## src/rtl/apdtimer_multi.sv

```systemverilog
// apdtimer_multi: multi-channel APD timetagger front end with timestamped record FIFO
module apdtimer_multi #(
  parameter int N_STROBE = 4,
  parameter int N_DELTA = 4,
  parameter int TS_W = 36,
  parameter int FIFO_DEPTH = 16,
  parameter int DATA_W = TS_W + N_STROBE + N_DELTA + 2
) (
  input  logic                          clk,
  input  logic                          reset,
  input  logic                          operate,
  input  logic                          reset_counter,
  input  logic [N_STROBE-1:0]           strobe_mask,
  input  logic [N_STROBE-1:0]           strobes,
  input  logic [N_DELTA-1:0]            delta_in,
  input  logic                          data_ack,
  output logic                          data_rdy,
  output logic [DATA_W-1:0]             data,
  output logic [15:0]                   lost_count,
  output logic [$clog2(FIFO_DEPTH):0]   fifo_level
);
  localparam int AW = $clog2(FIFO_DEPTH);
  logic [N_STROBE-1:0] st_s1, st_s2, st_s3, st_ev;
  logic [N_DELTA-1:0] dl_s1, dl_s2, dl_s3;
  logic [TS_W-1:0] cnt;
  logic [DATA_W-1:0] mem [FIFO_DEPTH];
  logic [AW-1:0] rp, wp;
  logic [AW:0] level;
  logic lost_pending, dl_ev, wrap_ev, push, pop, full, accept, drop;
  always_comb begin
    st_ev = st_s2 & ~st_s3 & strobe_mask & {N_STROBE{operate}};
    dl_ev = operate & (dl_s2 != dl_s3);
    wrap_ev = operate & ~reset_counter & (&cnt);
    push = (|st_ev) | dl_ev | wrap_ev;
    pop = data_rdy & data_ack;
    full = level == (AW+1)'(FIFO_DEPTH);
    accept = push & (~full | pop);
    drop = push & full & ~pop;
  end
  assign data_rdy = level != '0;
  assign data = data_rdy ? mem[rp] : '0;
  assign fifo_level = level;
  // history regs run even with operate low so enabling acquisition cannot fake an edge
  always_ff @(posedge clk) begin
    if (reset) begin
      {st_s1, st_s2, st_s3} <= '0;
      {dl_s1, dl_s2, dl_s3} <= '0;
      cnt <= '0;
      rp <= '0;
      wp <= '0;
      level <= '0;
      lost_count <= '0;
      lost_pending <= 1'b0;
    end else begin
      st_s1 <= strobes;
      st_s2 <= st_s1;
      st_s3 <= st_s2;
      dl_s1 <= delta_in;
      dl_s2 <= dl_s1;
      dl_s3 <= dl_s2;
      cnt <= reset_counter ? '0 : cnt + TS_W'(operate);
      if (accept) wp <= wp + 1'b1;
      if (pop) rp <= rp + 1'b1;
      level <= level + (AW+1)'(accept & ~pop) - (AW+1)'(pop & ~accept);
      if (drop && lost_count != 16'hFFFF) lost_count <= lost_count + 1'b1;
      lost_pending <= drop | (lost_pending & ~accept);
    end
  end
  // a full FIFO with a pop overwrites the slot being read this cycle, which is safe
  always_ff @(posedge clk) if (accept) mem[wp] <= {lost_pending, wrap_ev, dl_s2, st_ev, cnt};
endmodule

```

## config.mk

```make
export PLATFORM = sky130hd
export DESIGN_NAME = apdtimer_multi
export DESIGN_NICKNAME = d
export VERILOG_FILES = /design/src/rtl/apdtimer_multi.sv
export SDC_FILE = /design/constraint.sdc
export NUM_CORES = 1
export LEC_CHECK = 0
export ABC_AREA = 1
export ABC_CLOCK_PERIOD_IN_PS = 3800
export CELL_PAD_IN_SITES_DETAIL_PLACEMENT = 1
export CELL_PAD_IN_SITES_GLOBAL_PLACEMENT = 2
export CORE_ASPECT_RATIO = 0.8
export CORE_UTILIZATION = 39
export CTS_CLUSTER_SIZE = 8
export DETAILED_ROUTE_END_ITERATION = 16
export GPL_ROUTABILITY_DRIVEN = 1
export PLACE_DENSITY = 0.79
export SLEW_MARGIN = 10
export SYNTH_ARGS = -nofsm -noshare
export SYNTH_HDL_FRONTEND = slang
export SYNTH_SLANG_ARGS = --single-unit
```

## constraint.sdc

```tcl
create_clock -name clk -period 3.8 [get_ports clk]
set_input_delay 0.76 -clock clk [delete_from_list [all_inputs] [get_ports clk]]
set_output_delay 0.76 -clock clk [all_outputs]
set_load 0.01 [all_outputs]
```

After elaboration in Yosys (flattened, before gate mapping)
Memory sizes are Yosys's and may differ from the RTL's. A register that Yosys moved wholly into a read port is not among the register bits. Cells that the tools add are included.

Add/subtract/negate cells: 6. Mux-type cells: 5. Reduce and logical (&&, ||, !) cells: 5. Equal/unequal tests: 3. Bitwise operators: 24.

Operators by type and width (number): two-way mux 46 bit (1); adder 36 x 1 -> 36 bit (1); AND reduction 36 bit (1); adder 16 x 1 -> 16 bit, second input constant (1); inequality test 16 bit, second input constant (1); AND 4 bit (3); AND 1 x 5 -> 5 bit (2); inverter 1 -> 5 bit (2); adder 4 x 1 -> 4 bit, second input constant (2); AND 1 bit (8); two-way mux 4 bit (2); adder 5 bit (1); == test 5 bit, second input constant (1); nonzero test 5 bit (1); subtractor 5 bit (1); inequality test 4 bit (1); inverter 1 bit (4); inverter 4 bit (1); bitwise OR 1 bit (4); OR reduction 4 bit (1); two-way mux 1 bit (2); OR reduction 2 bit (1); logical AND 1 bit (1).

Word-level logic and storage cells: 56. Memory bits (writable): 736. Memories: 1. Output and inout port bits: 68. Flip-flop bits (word level): 90. Input port bits: 17.

Memories: mem (words 16, bits a word 46, read ports 1, clocked after memory_dff 1, wr ports 1, line 26) `logic [DATA_W-1:0] mem [FIFO_DEPTH];`.

Longest topological paths before layout
Depth in word-level cells: 11. Gate-level depth with buffers: 17. Depth with buffers taken out: 17.

Worst setup path before layout
OpenSTA, ideal clock, no wires.

Path kind: in2reg. From: input port operate. To: memory mem[0][0] (netlist name) (enable). Path buffers: 0. Data required time: 3.351 ns. Setup time: 0.449 ns. Path slack: -0.132 ns. Arrival time: 3.483 ns. Stages on the path: 10. Cell sequence: inv_1 -> nor2_1 -> nand3b_1 -> nor2_2 -> nand3_4 -> nand3_4 -> nand2_2 -> inv_2 -> nand2_2 -> nor2_1.

Longest elaborated chain between the ends: 7. Elaborated cells between the ends (all ways): 10. Classes of those cells: mux (2); bitwise (7); reduce/logical (1).

Ends and longest elaborated chain: from (decl) (line 11) `input logic operate,`; AND 4 bit (line 31) `st_ev = st_s2 & ~st_s3 & strobe_mask & {N_STROBE{operate}};`; OR reduction 4 bit (line 34) `push = (|st_ev) | dl_ev | wrap_ev;`; bitwise OR 1 bit (line 34); bitwise OR 1 bit (*) (line 34); AND 1 bit (*) (line 37) `accept = push & (~full | pop);`; two-way mux 1 bit (*) (line 70) `always_ff @(posedge clk) if (accept) mem[wp] <= {lost_pending, wrap_ev, dl_s2, st_ev, cnt};`; two-way mux 1 bit (implied by the code) (*) (line 70); to (decl) (line 26).

Mark *: on every way between the ends. The rest lies on a longest branch, timed or not.

==> summary.md <==
| Metric | Value |
|---|---|
| CP peak stage delay | `590 ps` |
| Synth Area in Adders | `0.00589` |
| Slowest cell on crit path | `clkdlybuf4s50_1` |
| Flop and latch count out of synthesis | `830` |
| Tmin final | `3800 ps` |
| Netlist Area Pre-Place | `33100 µm²` |
| Synth Area in Compound Gates | `0.121` |
| Largest fanout on the critical path | `62` |
| Headroom to the max-slew limit | `0.509` |
| Cells along the critical path | `buf_6 > inv_16 > buf_12 > o21ai_0 > o22ai_1 > nor2_1 > nor2_1 > o21ai_1 > a21oi_1 > clkdlybuf4s50_1` |
| Post-synth EDFFs | `736` |
| Placed Cells | `3833` |
| Number of diodes | `0` |
| Total number of vias | `22988` |
| Syn_area_per_cell | `12.4 µm²` |
| Global route total overflow | `0` |
| P_leak | `0.0136 µW` |
| Root buffer cell | `clkbuf_16` |
| Worst-path clk slew | `50 ps` |
| Total wire length | `101 mm` |
| Final hold slack | `398 ps` |
| CTS tree | `yes` |
| XOR/XNOR share of the synthesized area | `0.00608` |
| Top Ports | `85` |
| Mux cell area share after synthesis | `0` |
| Post-synthesis cell count | `2667` |
| Antenna violations before repair | `0` |
| Top-count cell post-synth | `edfxtp_1` |
| HPWL Detailed | `56.8 mm` |
| Post-Syn Nets | `2699` |
| Bufs on Longest Clock Path | `3` |
| Hold Path Class | `reg2reg` |
| Die Ht | `263 µm` |
| Share of layout cells above drive strength 1 | `0.122` |
| Vias per cell | `5.70` |
| Largest family of logic cells by synthesized area | `compound AO/OA/AOI/OAI gates` |
| Distinct cells, synth | `42` |
| Crit share post-route | `0.999` |
| Core area | `84000 µm²` |
| Die area | `86100 µm²` |
| Reg-to-reg endpoint | `fifo_level[4]` |
| Fin. Hold Viols | `0` |
| CP required | `3040 ps` |
| Worst R2R Start | `cnt[7]` |
| Hold endpoint | `dl_s2[0]` |
| Main synth FF type | `edfxtp_1` |
| Max-cap viol count | `0` |
| Synth-to-layout area growth | `21.1%` |
| Tot Pwr | `25500 µW` |
| Status | `finished, final reports clean` |
| PortBufs | `84` |
| First-pass GRT wire length | `152 mm` |
| Initial DRT Pass Iterations | `5` |
| Number of global-route vias before repair | `24422` |
| Die width | `328 µm` |
| Fin nets | `2887` |
| RSZ-0062 raised after global routing | `true` |
| Max Slew Vio Count | `0` |
| Max Clk Rate | `263 MHz` |
| Routed Antenna Nets | `0` |
| Synth area leaders | `edfxtp_1, nor2_1, o21ai_0` |
| Simple-gate share of the synthesized area | `0.107` |
| Detailed Route Iter0 Violations | `2004` |
| Hold path start | `dl_s1[0]` |
| R2R cell count | `17` |
| WHS Path Cells | `2` |
| Clk_lat worst skew | `680 ps` |
| Element type at the critical path end | `output pin` |
| DRC viols | `0` |
| Syn. warnings | `0` |
| Total CTS buffers | `114` |
| GRT Total Usage | `0.234` |
| CTS sink cnt | `830` |
| Most used cell, CP | `nor2_1` |
| Register area share after synthesis | `0.724` |
| Slew @ Worst Pin | `736 ps` |
| Layout Skew | `39.9 ps` |
| Yosys top cell by area | `edfxtp_1` |
| IR drop worst, VDD | `0.409 mV` |
| CP Launch Type | `flop` |
| Yosys top cell area share | `0.667` |
| Power density over the cells | `636 nW/µm²` |
| WL per Instance | `25.2 µm` |
| Ys async rst share | `0` |
| Endpoints failing setup | `0` |
| Post-synth top cells | `edfxtp_1, nor2_1, o21ai_0` |
| Crit path DAT | `3040 ps` |
| Largest net degree at the start of global routing | `93` |
| FP Rows | `95` |
| Crit path kind | `reg2out` |
| Reg2Reg Setup Slack | `860 ps` |
| H-tree lvl count | `3` |
| GPL Wtd Cong | `0.835` |
| Layout Cells excl Fill | `4033` |
| Initial core utilization | `0.394` |
[worst max-delay path: cells and delay by family, from the launching register on]
family / cells / cell delay (ps)
compound gates: 4 / 650
buf+inv: 4 / 1160
flops: 1 / 350
simple gates: 2 / 140
[per-stage QoR]
step	util	setup TNS [ps]	setup WS, ps	cell area, µm²
5_1_grt	0.477	-1040	-129	40100
2_1_floorplan	-	-97310	-132	33100
6_report	0.477	0	2.99	40100
3_3_place_gp	0.433	0	264	36400
4_1_cts	0.476	-238	-47.7	40000
3_5_place_dp	0.433	0	310	36400
[worst max-delay path by stage]
stage,end,cells after the start
floorplan,mem[0][0],10
global placement,fifo_level[4],17
detailed placement,fifo_level[4],17
CTS,data[18],8
global route,data[15],11
finish,data[41],10
[report_power, final]
| part | switching (µW) | internal, µW |
|---|---|---|
| clock network | 3730 | 5540 |
| logic | 3640 | 2350 |
| registers | 126 | 10100 |
| total | 7510 | 18000 |
[layout make-up]
| type | instances | area [µm²] |
|---|---|---|
| clock inverter | 6 | 81.3 |
| sequential | 830 | 24000 |
| inverter | 99 | 394 |
| clock buffer | 173 | 3120 |
| tap | 1115 | 1400 |
| fill | 8450 | 43900 |
| multi-input combinational | 1570 | 8130 |
| timing repair buffer | 239 | 2980 |
| timing repair inverter | 1 | 8.76 |
[state kept, by name (all words and copies together) (netlist names), named ones only]
name	flops
st_s1	4
lost_pending	1
wp	4
dl_s3	4
st_s3	4
cnt	36
st_s2	4
dl_s1	4
mem	736
rp	4
fifo_level	5
dl_s2	4
lost_count	16
[logic make-up after synthesis]
group / Yosys count
adder cells (fa/ha/maj): 15
flip-flops: 830
buffers and inverters: 267
AND/OR/NAND/NOR: 839
AO/OA/AOI/OAI: 693
XOR/XNOR: 23
[cells in the final DEF, fill, tap and decap left out, drive strengths merged]
| master | Yosys | routed |
|---|---|---|
| nor3 | 12 | 12 |
| nand3b | 2 | 2 |
| o21a | 2 | 2 |
| clkinv | 2 | 6 |
| fa | 1 | 1 |
| a31oi | 2 | 2 |
| xnor2 | 8 | 8 |
| or2 | 7 | 7 |
| nand4 | 29 | 29 |
| dfxtp | 94 | 94 |
| dlymetal6s2s | 0 | 18 |
| clkbuf | 105 | 174 |
| edfxtp | 736 | 736 |
| nand2 | 131 | 131 |
| xor2 | 15 | 15 |
| o22ai | 58 | 58 |
| and2 | 2 | 2 |
| nor3b | 6 | 6 |
| o21ai | 416 | 416 |
| dlygate4sd2 | 0 | 4 |
| ha | 14 | 14 |
| nor2 | 554 | 554 |
| buf | 63 | 150 |
| bufbuf | 0 | 5 |
| nand3 | 95 | 95 |
| inv | 97 | 100 |
| clkdlybuf4s50 | 0 | 61 |
| o221ai | 126 | 126 |
| a21oi | 89 | 89 |
| nor4 | 1 | 1 |
[per-layer routing]
| metal | track usage | routed length [µm] | up-vias |
|---|---|---|---|
| li1 | - | - | 10182 |
| met1 | 0.325 | 44700 | 11925 |
| met2 | 0.382 | 48600 | 720 |
| met3 | 0.0326 | 5830 | 161 |
| met4 | 0.0706 | 2370 | 0 |
| met5 | 0 | 0 | - |
[what timing repair did]
| item | in CTS | in global routing |
|---|---|---|
| hold buffers | 0 | 0 |
| buffers inserted | 12 | 2 |
| gates cloned | 6 | 1 |
| hold endpoints to repair | 0 | 0 |
| endpoints found under the setup margin | 46 | 37 |
| gates resized for setup | 32 | 27 |
| pin swaps | 4 | 4 |
No activity file was read; power rests on OpenSTA's default activity.
